File: config.mk
export PLATFORM = sky130hd
export DESIGN_NAME = acc_requant_drain
export DESIGN_NICKNAME = d
export VERILOG_FILES = /design/src/rtl/acc_requant_drain_pkg.sv /design/src/rtl/acc_requant_drain_core.sv /design/src/rtl/acc_requant_drain.sv
export SDC_FILE = /design/constraint.sdc
export NUM_CORES = 2
export LEC_CHECK = 0
export BUFFER_PORTS_ARGS = -buffer_cell sky130_fd_sc_hd__buf_2
export CORE_MARGIN = 3
export CORE_UTILIZATION = 38
export CTS_CLUSTER_SIZE = 28
export DETAILED_ROUTE_END_ITERATION = 10
export PLACE_DENSITY = 0.57
export SLEW_MARGIN = 0
export SYNTH_ARGS = -nofsm -noshare
export SYNTH_HDL_FRONTEND = slang
export SYNTH_SLANG_ARGS = --single-unit
export TNS_END_PERCENT = 30
File: constraint.sdc
create_clock -name clk -period 46.1 [get_ports clk]
set_input_delay 2.305 -clock clk [delete_from_list [all_inputs] [get_ports clk]]
set_output_delay 2.305 -clock clk [all_outputs]
set_load 0.005 [all_outputs]
File: src/rtl/acc_requant_drain_pkg.sv
// Shared constants and FSM encoding for the accumulator drain / requantizer.
package requant_pkg;

    localparam int DEF_ACC_W   = 32;
    localparam int DEF_SCALE_W = 16;
    localparam int DEF_SHIFT_W = 5;
    localparam int DEF_OUT_W   = 8;

    localparam int OUT_MAX = 127;
    localparam int OUT_MIN = -128;

    typedef enum logic [2:0] {
        IDLE,
        CAPTURE,
        DRAIN,
        FLUSH,
        DONE
    } state_t;

endpackage

File: src/rtl/acc_requant_drain_core.sv
// Two-stage requant datapath: bias add and scale multiply, then rounding shift,
// optional ReLU and INT8 saturation. The whole pipe stalls when advance is low.
module requant_core
    import requant_pkg::*;
#(
    parameter int ACC_W   = DEF_ACC_W,
    parameter int SCALE_W = DEF_SCALE_W,
    parameter int SHIFT_W = DEF_SHIFT_W,
    parameter int OUT_W   = DEF_OUT_W,
    parameter int IDX_W   = 3
) (
    input  logic               clk,
    input  logic               rst,
    input  logic               advance,
    input  logic               in_vld,
    input  logic [ACC_W-1:0]   in_acc,
    input  logic [ACC_W-1:0]   in_bias,
    input  logic [SCALE_W-1:0] in_scale,
    input  logic [SHIFT_W-1:0] in_shift,
    input  logic               in_relu,
    input  logic [IDX_W-1:0]   in_idx,
    input  logic               in_last,
    output logic               res_vld,
    output logic [OUT_W-1:0]   res_data,
    output logic [IDX_W-1:0]   res_idx,
    output logic               res_last,
    output logic               res_sat
);

    localparam int PROD_W = ACC_W + SCALE_W + 2;
    localparam logic signed [PROD_W-1:0] MAXV = PROD_W'(OUT_MAX);
    localparam logic signed [PROD_W-1:0] MINV = PROD_W'(OUT_MIN);

    function automatic logic signed [PROD_W-1:0] round_shift(
        input logic signed [PROD_W-1:0] v,
        input logic [SHIFT_W-1:0]       sh
    );
        logic signed [PROD_W-1:0] half;
        half = '0;
        if (sh == '0) begin
            round_shift = v;
        end else begin
            half[sh - 1'b1] = 1'b1;
            round_shift = (v + half) >>> sh;
        end
    endfunction

    function automatic logic [OUT_W-1:0] saturate(input logic signed [PROD_W-1:0] v);
        if (v > MAXV)
            saturate = MAXV[OUT_W-1:0];
        else if (v < MINV)
            saturate = MINV[OUT_W-1:0];
        else
            saturate = v[OUT_W-1:0];
    endfunction

    logic [ACC_W:0]             sum;
    logic signed [PROD_W-1:0]   prod;
    logic signed [PROD_W-1:0]   prod_p1;
    logic [SHIFT_W-1:0]         shift_p1;
    logic                       relu_p1;
    logic [IDX_W-1:0]           idx_p1;
    logic                       last_p1;
    logic                       vld_p1;
    logic signed [PROD_W-1:0]   r;

    // Sign-extending to 33 bits keeps the bias add exact; scale is unsigned.
    assign sum  = {in_acc[ACC_W-1], in_acc} + {in_bias[ACC_W-1], in_bias};
    assign prod = PROD_W'($signed(sum)) * PROD_W'($signed({1'b0, in_scale}));

    // Stage 1 boundary
    always_ff @(posedge clk) begin
        if (rst)
            vld_p1 <= 1'b0;
        else if (advance)
            vld_p1 <= in_vld;
    end

    always_ff @(posedge clk) begin
        if (advance) begin
            prod_p1  <= prod;
            shift_p1 <= in_shift;
            relu_p1  <= in_relu;
            idx_p1   <= in_idx;
            last_p1  <= in_last;
        end
    end

    // Stage 2 is combinational; the top's output register closes it.
    always_comb begin
        r = round_shift(prod_p1, shift_p1);
        if (relu_p1 && (r < 0))
            r = '0;
        res_sat  = (r > MAXV) || (r < MINV);
        res_data = saturate(r);
    end

    assign res_vld  = vld_p1;
    assign res_idx  = idx_p1;
    assign res_last = last_p1;

endmodule

File: src/rtl/acc_requant_drain.sv
// Accumulator drain: snapshot, clear MACs, requantize each channel to INT8 and stream out.
// Optional saturation counter port sat_cnt enabled by ACC_REQUANT_SAT_CNT_EN.
module acc_requant_drain
    import requant_pkg::*;
#(
    parameter int NUM_ACC = 8,
    parameter int ACC_W   = DEF_ACC_W,
    parameter int SCALE_W = DEF_SCALE_W,
    parameter int SHIFT_W = DEF_SHIFT_W,
    parameter int OUT_W   = DEF_OUT_W
) (
    input  logic                       clk,
    input  logic                       rst,
    input  logic                       start,
    input  logic [NUM_ACC*ACC_W-1:0]   acc_vec,
    input  logic [NUM_ACC*ACC_W-1:0]   bias_vec,
    input  logic [SCALE_W-1:0]         scale,
    input  logic [SHIFT_W-1:0]         shift,
    input  logic                       relu_en,
    output logic                       mac_clr,
    output logic                       busy,
    output logic                       done,
    output logic                       out_valid,
    input  logic                       out_ready,
    output logic [OUT_W-1:0]           out_data,
    output logic [$clog2(NUM_ACC)-1:0] out_idx,
    output logic                       out_last
`ifdef ACC_REQUANT_SAT_CNT_EN
    ,
    output logic [15:0]                sat_cnt
`endif
);

    localparam int IDX_W = $clog2(NUM_ACC);
    localparam logic [IDX_W-1:0] LAST_IDX = IDX_W'(NUM_ACC - 1);

    state_t state, state_nx;

    logic [NUM_ACC*ACC_W-1:0] acc_snap;
    logic [NUM_ACC*ACC_W-1:0] bias_snap;
    logic [SCALE_W-1:0]       scale_snap;
    logic [SHIFT_W-1:0]       shift_snap;
    logic                     relu_snap;
    logic [IDX_W-1:0]         idx;
    logic [ACC_W-1:0]         acc_sel;
    logic [ACC_W-1:0]         bias_sel;

    logic             advance;
    logic             accept;
    logic             last_hs;
    logic             res_vld;
    logic [OUT_W-1:0] res_data;
    logic [IDX_W-1:0] res_idx;
    logic             res_last;

    assign advance = !out_valid || out_ready;
    assign accept  = (state == IDLE) && start;
    assign last_hs = out_valid && out_ready && out_last;

    always_ff @(posedge clk) begin
        if (rst)
            state <= IDLE;
        else
            state <= state_nx;
    end

    always_comb begin
        state_nx = state;
        mac_clr  = 1'b0;
        busy     = 1'b1;
        done     = 1'b0;
        case (state)
            IDLE: begin
                busy = 1'b0;
                if (start)
                    state_nx = CAPTURE;
            end
            CAPTURE: begin
                mac_clr  = 1'b1;
                state_nx = DRAIN;
            end
            DRAIN: begin
                if (advance && (idx == LAST_IDX))
                    state_nx = FLUSH;
            end
            FLUSH: begin
                if (last_hs)
                    state_nx = DONE;
            end
            DONE: begin
                done     = 1'b1;
                state_nx = IDLE;
            end
            default: state_nx = IDLE;
        endcase
    end

    // The snapshot decouples the drain from the MACs, which may re-accumulate meanwhile.
    always_ff @(posedge clk) begin
        if (accept) begin
            acc_snap   <= acc_vec;
            bias_snap  <= bias_vec;
            scale_snap <= scale;
            shift_snap <= shift;
            relu_snap  <= relu_en;
        end
    end

    always_ff @(posedge clk) begin
        if (rst)
            idx <= '0;
        else if (state == CAPTURE)
            idx <= '0;
        else if ((state == DRAIN) && advance)
            idx <= (idx == LAST_IDX) ? '0 : idx + 1'b1;
    end

    assign acc_sel  = acc_snap[idx*ACC_W +: ACC_W];
    assign bias_sel = bias_snap[idx*ACC_W +: ACC_W];

`ifdef ACC_REQUANT_SAT_CNT_EN
    logic res_sat;
`else
    logic sat_unused;
`endif

    requant_core #(
        .ACC_W   (ACC_W),
        .SCALE_W (SCALE_W),
        .SHIFT_W (SHIFT_W),
        .OUT_W   (OUT_W),
        .IDX_W   (IDX_W)
    ) u_core (
        .clk      (clk),
        .rst      (rst),
        .advance  (advance),
        .in_vld   (state == DRAIN),
        .in_acc   (acc_sel),
        .in_bias  (bias_sel),
        .in_scale (scale_snap),
        .in_shift (shift_snap),
        .in_relu  (relu_snap),
        .in_idx   (idx),
        .in_last  (idx == LAST_IDX),
        .res_vld  (res_vld),
        .res_data (res_data),
        .res_idx  (res_idx),
        .res_last (res_last),
`ifdef ACC_REQUANT_SAT_CNT_EN
        .res_sat  (res_sat)
`else
        .res_sat  (sat_unused)
`endif
    );

    // Output register: data only loads on a valid beat so it holds while stalled.
    always_ff @(posedge clk) begin
        if (rst) begin
            out_valid <= 1'b0;
            out_data  <= '0;
            out_idx   <= '0;
            out_last  <= 1'b0;
        end else if (advance) begin
            out_valid <= res_vld;
            out_last  <= res_vld && res_last;
            if (res_vld) begin
                out_data <= res_data;
                out_idx  <= res_idx;
            end
        end
    end

`ifdef ACC_REQUANT_SAT_CNT_EN
    always_ff @(posedge clk) begin
        if (rst)
            sat_cnt <= '0;
        else if (accept)
            sat_cnt <= '0;
        else if (advance && res_vld && res_sat && (sat_cnt != 16'hFFFF))
            sat_cnt <= sat_cnt + 16'd1;
    end
`endif

endmodule
==> flow_metrics.py <==
metrics = {
    "critical_path": {
        "r2r-start": "idx[0]",
        "r2r_slack_ns": 33.35,
        "critPathMaxStageDelay_ns": 0.66,
        "worstSetupPathType": "reg2reg",
        "critPathSlowestCell": "buf_4",
        "critPathCaptureType": "flip-flop",
        "r2r.worst_path.cells": 43,
        "crit_path_frequent_cell": "fa_1",
        "cp.arrival_ns": 13.15,
        "required_ns": 46.50,
        "critPathLaunchType": "flip-flop",
        "r2r_end": "u_core.prod_p1[48]",
        "path_max_fanout": 35,
    },
    "clock_tree": {
        "clockRootBuffer": "clkbuf_16",
        "clk_latency_ns": 0.70,
        "cts.repair_timing.setup_buffer_count": 0,
        "clock_sinks": 614,
        "post_cts_resized": 0,
        "postCtsHoldBufs": 0,
        "cts_buffer_depth": 3,
        "h-tree-depth": 3,
        "clk_pin_slew_ns": 0.06,
        "cts_buffers": 68,
        "cts_tree": "built",
    },
    "outcome": {
        "outcome": "finished clean",
    },
    "synthesis": {
        "yosys_warnings": 0,
        "yosys.area.top_type": "edfxtp_1",
        "synth_cell_types": 105,
        "synthAdderAreaFrac_pct": 24.8,
        "syn_nets": 5644,
        "ys.flop_type": "edfxtp_1",
        "ys_top_cells_by_area": "edfxtp_1 36%, fa_1 20%, mux4_2 6.5%",
        "synth-compound-area-share_pct": 9.05,
        "synth-async-reset-ratio_pct": 0,
        "syn_avg_cell_area_um2": 11.3,
        "postSynthCellCount": 4416,
        "yosys.area_share.simple_pct": 11.8,
        "synth_seq_cells": 614,
        "yosys.area_share.xor_xnor_pct": 2.10,
        "synth_area_um2": 50000,
        "synth_top_cell_area_share_pct": 35.7,
        "synthMuxAreaShare_pct": 9.23,
        "synth_seq_area_share_pct": 36.5,
        "synth_top_family_by_area": "adder cells",
        "synth_edf_count": 594,
    },
    "timing": {
        "slew_headroom_pct": 23.9,
        "report.final.slew_viol_count": 0,
        "grt_setup_unrepaired": "false",
        "finalSetupTns_ns": 0,
        "post-route-min-period_ns": 12.75,
        "hold_viol_final": 0,
        "tightest_slew_ns": 1.13,
        "fmax_mhz": 78.5,
        "skew_ns": 0.0663,
        "setup_viol": 0,
        "period_share_pct": 27.6,
    },
    "global_routing": {
        "track_usage_pct": 23.4,
        "grt_pass1_wl_um": 241000,
        "grt_pass1_vias": 37394,
        "grtUsageMet2_pct": 38.7,
        "grt_max_degree": 166,
        "met3_usage_pct": 4.46,
        "grt_busiest_layer": "met2",
        "grt_antenna_before_repair": 53,
        "grt_overflow": 0,
        "met1_usage_pct": 31.4,
    },
    "drt": {
        "first_pass_iters": 8,
        "avgRoutedWirePerCell_um": 23.6,
        "vias": 36150,
        "routed_wl_um": 158000,
        "vias_per_cell": 5.39,
        "drc": 0,
        "drt-initial-drc-count": 3093,
        "drtAntennaViolNets": 0,
    },
    "place": {
        "dp_hpwl_um": 126000,
        "routabilityCongestion": 0.972,
        "port_buffers": 553,
    },
    "hold_path": {
        "holdPathEnd": "u_core.shift_p1[4]",
        "min_path_cells": 0,
        "hold_class": "reg2reg",
        "hp-start": "shift_snap[4]",
    },
    "cells_and_area": {
        "nFillCells": 12364,
        "areaGrowthSynthToFinish_pct": 14.0,
        "drive_above_1_share_pct": 20.5,
        "final_nets": 6121,
    },
    "floorplan": {
        "die-area_um2": 136000,
        "die_y_um": 369,
        "rows": 132,
        "coreArea_um2": 130000,
        "initial_utilization_pct": 38.4,
        "ios": 554,
        "die_x_um": 369,
    },
    "run": {
        "maxCapViolCount": 0,
    },
}
## worst max-delay path: cells and delay by family, from the launching register on
kind                       cells  cell delay (ns)
AOI/OAI and AO/OA             18             4.87
xor gates and xnor gates       2             0.22
adders and majority gates      9             3.83
buffers and inverters          6             1.13
DFF                            1             0.55
muxes                          2             0.88
and+or+nand+nor                6             0.94
## Yosys cell counts (28+ instances only)
library cell	instances
a211oi_1	35
a21o_1	58
a21oi_1	162
and2_1	224
buf_1	35
clkbuf_1	165
edfxtp_1	594
fa_1	505
ha_1	185
inv_1	616
mux2_2	76
mux2i_1	48
mux4_2	145
nand2_1	503
nand3_1	62
nand4_1	28
nor2_1	203
nor3_1	55
o21ai_0	83
xnor2_1	82
xor2_1	36
## per-layer routing
metal	vias to the layer above	part of all wire, %
met5	-	0.11
met2	1407	48
met1	18219	42
met3	263	7.2
met4	30	3.0
li1	16231	-
## cell usage in the layout (no fill, tap or decap), types with 58 or more instances in the layout
| cell type | count |
|---|---|
| fa_1 | 505 |
| a21oi_1 | 162 |
| xnor2_1 | 82 |
| buf_2 | 553 |
| inv_1 | 615 |
| buf_4 | 80 |
| and2_1 | 224 |
| nand3_1 | 62 |
| clkbuf_16 | 68 |
| mux4_2 | 145 |
| edfxtp_1 | 594 |
| mux2_2 | 76 |
| nor2_1 | 202 |
| o21ai_0 | 83 |
| nand2_1 | 503 |
| ha_1 | 185 |
| a21o_1 | 58 |
## layout make-up
type	count	area (µm²)	area share, %
antenna	21	52.6	0.0921
clock buffer	77	1740	3.04
multi-input combinational	2953	28500	50.1
timing repair buffer	635	3410	5.98
sequential	614	18200	32.0
inverter	621	2330	4.09
tap	1742	2180	3.82
clock inverter	44	533	0.935
## through the flow
stage / util [%] / worst slack, ns / hold slack (ns) / cell area (µm²) / instances
floorplan: - / 20.44 / 0.400 / 50000 / 4416
global placement: 42.0 / 33.28 / 0.404 / 54700 / 6565
detailed placement: 42.0 / 33.27 / 0.407 / 54700 / 6565
CTS: 43.8 / 33.24 / 0.417 / 57000 / 6686
global route: 43.8 / 32.32 / 0.418 / 57000 / 6699
finish: 43.8 / 33.35 / 0.416 / 57000 / 6707
## sequential cells by signal (all words and copies together) (netlist names), 3 cells and up
name	count
u_core.prod_p1	50
u_core.shift_p1	5
state	3
out_idx	3
acc_snap	256
out_data	8
idx	3
bias_snap	256
u_core.res_idx	3
shift_snap	5
scale_snap	16
## cell families (layout without fill, tap and decap cells)
family / count (synthesis) / in the layout
buf+inv: 849 / 1377
flops: 614 / 614
simple gates: 1230 / 1230
mux: 270 / 270
other cells: 0 / 21
compound gates: 644 / 644
fa+ha+maj: 690 / 690
xor+xnor: 119 / 119
## worst max path at each step
stage               depth (start not counted)                 end   start  slack (ns)
CTS                                        43  u_core.prod_p1[48]  idx[0]       33.24
global route                               43  u_core.prod_p1[48]  idx[0]       32.32
detailed placement                         43  u_core.prod_p1[48]  idx[0]       33.27
global placement                           43  u_core.prod_p1[48]  idx[0]       33.28
floorplan                                   2         acc_snap[0]   start       20.44
finish                                     43  u_core.prod_p1[48]  idx[0]       33.35
Power is not shown: default switching activity piles up to over one toggle a cycle in this logic, so the estimate is an artifact.
